<file path="src/rtl/led_mux_pkg.sv">
// Shared types and helpers for the parametrised multiplexed 7-segment driver.
package led_mux_pkg;

  typedef logic [7:0] seg_t;

  // Pattern with every segment (and the decimal point) dark; segments are active-low.
  localparam seg_t SEG_OFF = 8'hFF;

  // Widest digit count the one-hot helper can produce.
  localparam int unsigned MAX_DIGITS = 64;

  // Active-low one-hot digit enable: bit idx low, all other bits high.
  // An idx at or beyond n leaves every bit high (all digits dark).
  function automatic logic [MAX_DIGITS-1:0] onehot_low(input int unsigned idx,
                                                       input int unsigned n);
    logic [MAX_DIGITS-1:0] mask;
    mask = '1;
    for (int unsigned i = 0; i < MAX_DIGITS; i++) begin
      if ((i == idx) && (i < n)) begin
        mask[i] = 1'b0;
      end else begin
        mask[i] = 1'b1;
      end
    end
    return mask;
  endfunction

endpackage

</file>
<file path="src/rtl/led_scan_timer.sv">
// Digit-slot timer: divides clk down to slot ticks, walks the digit index and
// flags the last slot of each frame.
module led_scan_timer #(
  parameter int  DIGITS   = 8,
  parameter int  SCAN_DIV = 12500,
  localparam int IDX_W    = $clog2(DIGITS)
) (
  input  logic             clk,
  input  logic             reset,
  output logic [IDX_W-1:0] idx,
  output logic             frame_bnd
);

  localparam int                 PRESC_W    = $clog2(SCAN_DIV);
  localparam logic [PRESC_W-1:0] PRESC_LAST = PRESC_W'(SCAN_DIV - 1);
  localparam logic [IDX_W-1:0]   IDX_LAST   = IDX_W'(DIGITS - 1);

  logic [PRESC_W-1:0] presc_q, presc_d;
  logic [IDX_W-1:0]   idx_q, idx_d;
  logic               slot_tick;

  assign slot_tick = (presc_q == PRESC_LAST);
  // The frame ends when the last digit's slot expires.
  assign frame_bnd = slot_tick && (idx_q == IDX_LAST);
  assign idx       = idx_q;

  // Prescaler wraps every SCAN_DIV clocks; the digit index steps on each wrap.
  always_comb begin
    presc_d = presc_q;
    idx_d   = idx_q;
    if (slot_tick) begin
      presc_d = '0;
      if (idx_q == IDX_LAST) begin
        idx_d = '0;
      end else begin
        idx_d = idx_q + IDX_W'(1);
      end
    end else begin
      presc_d = presc_q + PRESC_W'(1);
    end
  end

  // Timer state register; reset restarts the scan at digit 0.
  always_ff @(posedge clk or posedge reset) begin
    if (reset) begin
      presc_q <= '0;
      idx_q   <= '0;
    end else begin
      presc_q <= presc_d;
      idx_q   <= idx_d;
    end
  end

endmodule

</file>
<file path="src/rtl/led_mux_scan_param.sv">
// N-digit multiplexed 7-segment driver with frame-synchronous shadow
// registers, per-digit blink/blank, and PWM brightness.
module led_mux_scan_param
  import led_mux_pkg::*;
#(
  parameter int DIGITS    = 8,
  parameter int SCAN_DIV  = 12500,
  parameter int BLINK_DIV = 256,
  parameter int BRIGHT_W  = 4
) (
  input  logic                  clk,
  input  logic                  reset,
  input  logic [8*DIGITS-1:0]   seg_in,
  input  logic [DIGITS-1:0]     blink_mask,
  input  logic [DIGITS-1:0]     blank_mask,
  input  logic [BRIGHT_W-1:0]   brightness,
  input  logic                  disp_en,
  output logic [DIGITS-1:0]     an,
  output logic [7:0]            sseg,
  output logic                  frame_tick
);

  localparam int                 IDX_W      = $clog2(DIGITS);
  localparam int                 BLINK_W    = $clog2(BLINK_DIV + 1);
  localparam logic [BLINK_W-1:0] BLINK_LAST = BLINK_W'(BLINK_DIV - 1);

  logic [IDX_W-1:0]    idx_s;
  logic                frame_bnd_s;
  logic                digit_on_s;
  seg_t                cur_seg_s;

  logic [8*DIGITS-1:0] seg_sh_q, seg_sh_d;
  logic [DIGITS-1:0]   blink_sh_q, blink_sh_d;
  logic [DIGITS-1:0]   blank_sh_q, blank_sh_d;
  logic [BRIGHT_W-1:0] bright_sh_q, bright_sh_d;
  // Set by the first shadow load; keeps the display dark until real data arrives.
  logic                shadow_vld_q, shadow_vld_d;
  logic [BRIGHT_W-1:0] pwm_cnt_q, pwm_cnt_d;
  logic [BLINK_W-1:0]  blink_cnt_q, blink_cnt_d;
  logic                blink_phase_q, blink_phase_d;
  logic [DIGITS-1:0]   an_q, an_d;
  seg_t                sseg_q, sseg_d;
  logic                frame_tick_q, frame_tick_d;

  led_scan_timer #(
    .DIGITS   (DIGITS),
    .SCAN_DIV (SCAN_DIV)
  ) u_timer (
    .clk       (clk),
    .reset     (reset),
    .idx       (idx_s),
    .frame_bnd (frame_bnd_s)
  );

  assign cur_seg_s  = seg_sh_q[{idx_s, 3'b000} +: 8];
  // disp_en acts live; everything else comes from the frame-stable shadows.
  assign digit_on_s = disp_en && shadow_vld_q && !blank_sh_q[idx_s] &&
                      (pwm_cnt_q <= bright_sh_q);

  // Shadow load, blink divider and frame pulse, all keyed to the frame boundary.
  always_comb begin
    seg_sh_d      = seg_sh_q;
    blink_sh_d    = blink_sh_q;
    blank_sh_d    = blank_sh_q;
    bright_sh_d   = bright_sh_q;
    shadow_vld_d  = shadow_vld_q;
    blink_cnt_d   = blink_cnt_q;
    blink_phase_d = blink_phase_q;
    frame_tick_d  = 1'b0;
    pwm_cnt_d     = pwm_cnt_q + BRIGHT_W'(1);
    if (frame_bnd_s) begin
      seg_sh_d     = seg_in;
      blink_sh_d   = blink_mask;
      blank_sh_d   = blank_mask;
      bright_sh_d  = brightness;
      shadow_vld_d = 1'b1;
      frame_tick_d = 1'b1;
      if (blink_cnt_q == BLINK_LAST) begin
        blink_cnt_d   = '0;
        blink_phase_d = ~blink_phase_q;
      end else begin
        blink_cnt_d = blink_cnt_q + BLINK_W'(1);
      end
    end else begin
      frame_tick_d = 1'b0;
    end
  end

  // Next digit enable and segment pattern for the current slot.
  always_comb begin
    an_d   = '1;
    sseg_d = SEG_OFF;
    if (digit_on_s) begin
      an_d = DIGITS'(onehot_low(32'(idx_s), 32'(DIGITS)));
      if (blink_phase_q && blink_sh_q[idx_s]) begin
        sseg_d = SEG_OFF;
      end else begin
        sseg_d = cur_seg_s;
      end
    end else begin
      an_d   = '1;
      sseg_d = SEG_OFF;
    end
  end

  // State and output registers; reset darkens the display immediately.
  always_ff @(posedge clk or posedge reset) begin
    if (reset) begin
      seg_sh_q      <= {DIGITS{SEG_OFF}};
      blink_sh_q    <= '0;
      blank_sh_q    <= '0;
      bright_sh_q   <= '1;
      shadow_vld_q  <= 1'b0;
      pwm_cnt_q     <= '0;
      blink_cnt_q   <= '0;
      blink_phase_q <= 1'b0;
      an_q          <= '1;
      sseg_q        <= SEG_OFF;
      frame_tick_q  <= 1'b0;
    end else begin
      seg_sh_q      <= seg_sh_d;
      blink_sh_q    <= blink_sh_d;
      blank_sh_q    <= blank_sh_d;
      bright_sh_q   <= bright_sh_d;
      shadow_vld_q  <= shadow_vld_d;
      pwm_cnt_q     <= pwm_cnt_d;
      blink_cnt_q   <= blink_cnt_d;
      blink_phase_q <= blink_phase_d;
      an_q          <= an_d;
      sseg_q        <= sseg_d;
      frame_tick_q  <= frame_tick_d;
    end
  end

  assign an         = an_q;
  assign sseg       = sseg_q;
  assign frame_tick = frame_tick_q;

endmodule
</file>
<file path="config.mk">
export PLATFORM = sky130hd
export DESIGN_NAME = led_mux_scan_param
export DESIGN_NICKNAME = d
export VERILOG_FILES = /design/src/rtl/led_mux_pkg.sv /design/src/rtl/led_scan_timer.sv /design/src/rtl/led_mux_scan_param.sv
export SDC_FILE = /design/constraint.sdc
export NUM_CORES = 1
export LEC_CHECK = 0
export ABC_AREA = 1
export CORE_MARGIN = 1.5
export CORE_UTILIZATION = 50
export CTS_CLUSTER_DIAMETER = 30
export DETAILED_ROUTE_END_ITERATION = 10
export GPL_TIMING_DRIVEN = 1
export PLACE_DENSITY_LB_ADDON = 0.3
export SYNTH_ARGS = -nofsm -noshare
export SYNTH_HDL_FRONTEND = slang
export SYNTH_SLANG_ARGS = --single-unit
</file>
<file path="constraint.sdc">
create_clock -name clk -period 5.35 [get_ports clk]
set_input_delay 0.8025 -clock clk [delete_from_list [all_inputs] [get_ports clk]]
set_output_delay 0.8025 -clock clk [all_outputs]
set_load 0.05 [all_outputs]
</file>
==> flow_summary_export.csv <==
group,metric,value,unit
yosys,avgSynthCellArea,7.99,um^2
worst_setup_path,worst_setup_path_end_kind,"flop",
power,cellPowerDensity,296,nW/um^2
floorplan,start_util,50.8,%
detailed_routing,drt-total-wl,14.2,mm
worst_setup_path,worstSetupPathType,"flop to flop",
timing,clock_skew,0.00459,ns
worst_setup_path,crit_arrival,3.25,ns
final_layout,drive_gt1_share,14.3,%
worst_setup_path,worstPathMaxFanout,45,
yosys,synthDistinctLibCells,24,
timing,fmax,345,MHz
clocking,clkTransAtPathRegs,0.06,ns
clocking,clk_latency,0.41,ns
timing,period_share,54.2,%
placement,gp_congestion,0.786,
detailed_routing,wl_per_cell,13.3,um
timing,fin_crit,2.90,ns
final_layout,fin_cells,1071,
clocking,cts_tree,"done",
timing,tns,0,ns
clocking,clock_sinks,133,
detailed_routing,drt_pass1_iterations,6,
clocking,ctsHoldBuffers,0,
clocking,cts-root-buf,"clkbuf_16",
worst_setup_path,startpoint_type,"flop",
yosys,synthesis.nets,896,
clocking,numCtsBuffers,17,
placement,dp_slack,2.46,ns
floorplan,coreArea,12500,um^2
worst_setup_path,r2r_cells,7,
detailed_routing,final_antenna_net_count,0,
final_layout,diodes,0,
worst_setup_path,path_buf_inv,2,
placement,place_hpwl,9.34,mm
worst_setup_path,path_depth,7,
clocking,cts.repair.resized,0,
floorplan,io_pins,104,
yosys,synth_warnings,0,
global_routing,gr-total-overflow,0,
global_routing,grt_pass1_wl,23.6,mm
final_layout,nets,986,
yosys,synthesis.area,6360,um^2
worst_setup_path,crit_end,"seg_sh_q[13]",
clocking,htreeDepth,4,
timing,hold_ws,0.467,ns
hold_path,hold_path_startpoint,"seg_sh_q[35]",
detailed_routing,drcViolationCount,0,
placement,io_buffers,103,
timing,worstMarginPinSlew,1.01,ns
timing,setup-violations-final,0,
global_routing,grt_max_degree,101,
timing,fin_ws,2.45,ns
floorplan,die_x,116,um
final_layout,n_fill_cell,1090,
job,drv_cap,0,
final_layout,final_core_util,64.9,%
detailed_routing,vias,5208,
worst_setup_path,critical-path-max-stage-delay,0.84,ns
clocking,cts.path.max_buffers,2,
worst_setup_path,path_cells,"ha_1 > ha_1 > nand3_4 > inv_2 > buf_4 > nand2_1 > nand2_1",
worst_setup_path,startpoint,"u_timer.idx[1]",
worst_setup_path,critPathRequiredTime,5.70,ns
floorplan,dieArea,13400,um^2
power,leakage,3.98,nW
floorplan,die_height,116,um
timing,slew_viol_final,0,
worst_setup_path,critPathTopFamily,"buffers and inverters",
yosys,seq_area_frac_synth,54.0,%
detailed_routing,vias_per_cell,4.86,
detailed_routing,drt-initial-drc-count,409,
run_status,status,"finished clean",
final_layout,area_delta_synth_final,27.8,%
worst_setup_path,rrSetupSlack,2.45,ns
worst_setup_path,r2r_end,"seg_sh_q[13]",
timing,hold_viol,0,
power,vdd_drop_max,0.206,mV
worst_setup_path,rr_startpoint,"u_timer.idx[1]",
global_routing,grt_pass1_vias,5123,
clocking,post_cts_buffers,0,
global_routing,antenna_found_initial,0,
worst_setup_path,worst_path_max_delay_cell,"dfrtp_1",
yosys,synthCells,796,
hold_path,min_path_type,"flop to flop",
timing,relSlewSlack,32.9,%
floorplan,rows,41,
placement,dp.cells,1039,
timing,rsz0062_at_grt,"false",
global_routing,grtUsageTotal,22.9,%
yosys,synth_seq_cells,133,
where the power goes:
| group | leakage, nW | switching, mW | internal [mW] |
|---|---|---|---|
| registers | 1.47 | 0 | 1.01 |
| logic | 2.18 | 0.0298 | 0.0555 |
| clock network | 0.334 | 0.426 | 0.888 |
logic make-up (layout without fill, tap and decap cells):
group	Yosys count	after routing	share of synthesized area, %
buf+inv	88	191	6.37
flops	133	133	54.0
simple gates	525	525	33.1
xor+xnor	12	12	1.65
compound gates	25	25	2.32
fa+ha+maj	13	13	2.56
worst min-delay path by stage:
stage | slack, ns | to | depth (start not counted)
after global routing | 0.48 | seg_sh_q[1] | 2
final | 0.47 | seg_sh_q[35] | 2
after detailed placement | 0.46 | seg_sh_q[19] | 2
after floorplan | 0.44 | shadow_vld_q | 1
after global placement | 0.46 | seg_sh_q[22] | 2
after CTS | 0.47 | seg_sh_q[19] | 2
layout by cell type (no fill, tap or decap), types with 3 or more instances in the layout:
master           instances
dfrtp_1                 49
nand3_1                 85
xor2_1                   9
clkbuf_16               20
xnor2_1                  3
buf_4                    5
nand2_1                405
nor2_1                  24
o21ai_0                  6
a21oi_1                  3
inv_1                   48
ha_1                    13
nor3_1                   4
o21ai_1                  7
o21a_1                   9
clkdlybuf4s50_1        103
dfstp_2                 84
bufinv_16                4
layout make-up:
| class | count | area [um^2] | area share (%) |
|---|---|---|---|
| Tap cell | 172 | 215 | 2.65 |
| Multi-Input combinational cell | 575 | 2530 | 31.1 |
| Sequential cell | 133 | 3430 | 42.2 |
| Clock inverter | 10 | 160 | 1.97 |
| Timing Repair Buffer | 108 | 1070 | 13.1 |
| Clock buffer | 22 | 528 | 6.50 |
| Inverter | 51 | 194 | 2.39 |
registers in the layout, indices dropped and copies added (netlist names):
signal	cells
seg_sh_q	64
u_timer.presc_q	14
blink_cnt_q	9
an	8
blank_sh_q	8
blink_sh_q	8
sseg	8
bright_sh_q	4
pwm_cnt_q	4
u_timer.idx	3
blink_phase_q	1
frame_tick	1
shadow_vld_q	1
synth_stat cells:
cell type	count	area (um^2)
a21oi_1	3	15.0
buf_1	2	7.51
buf_2	24	120
buf_6	6	67.6
clkbuf_1	5	18.8
dfrtp_1	49	1230
dfstp_2	84	2210
ha_1	13	163
inv_1	49	184
inv_2	2	7.51
nand2_1	405	1520
nand3_1	85	425
nand3_2	1	10.0
nand4_1	2	12.5
nor2_1	24	90.1
nor2_2	2	12.5
nor2b_2	1	8.76
nor3_1	4	20.0
o21a_1	9	67.6
o21ai_0	6	30.0
o21ai_1	7	35.0
or2_2	1	6.26
xnor2_1	3	26.3
xor2_1	9	78.8
stage by stage:
stage / total power [mW] / instance area, um^2
final: 2.41 / 8130
after global routing: 2.48 / 8130
after CTS: 2.43 / 8130
after detailed placement: 1.11 / 7440
after global placement: 1.11 / 7440
after floorplan: 1.04 / 6360
worst min-delay path, cell delays in order (launching register included):
cell and delay [ns]:
dfstp_2 0.36, nand2_1 0.05, nand2_1 0.05
routing by layer:
metal	GRT usage, %	up-vias	wire length (um)
met2	36.3	153	6710
met3	5.49	25	687
met4	8.37	0	323
li1	-	2637	-
met5	0	-	0
met1	30.7	2393	6480
Note: power is estimated with default switching activity, not from simulation.
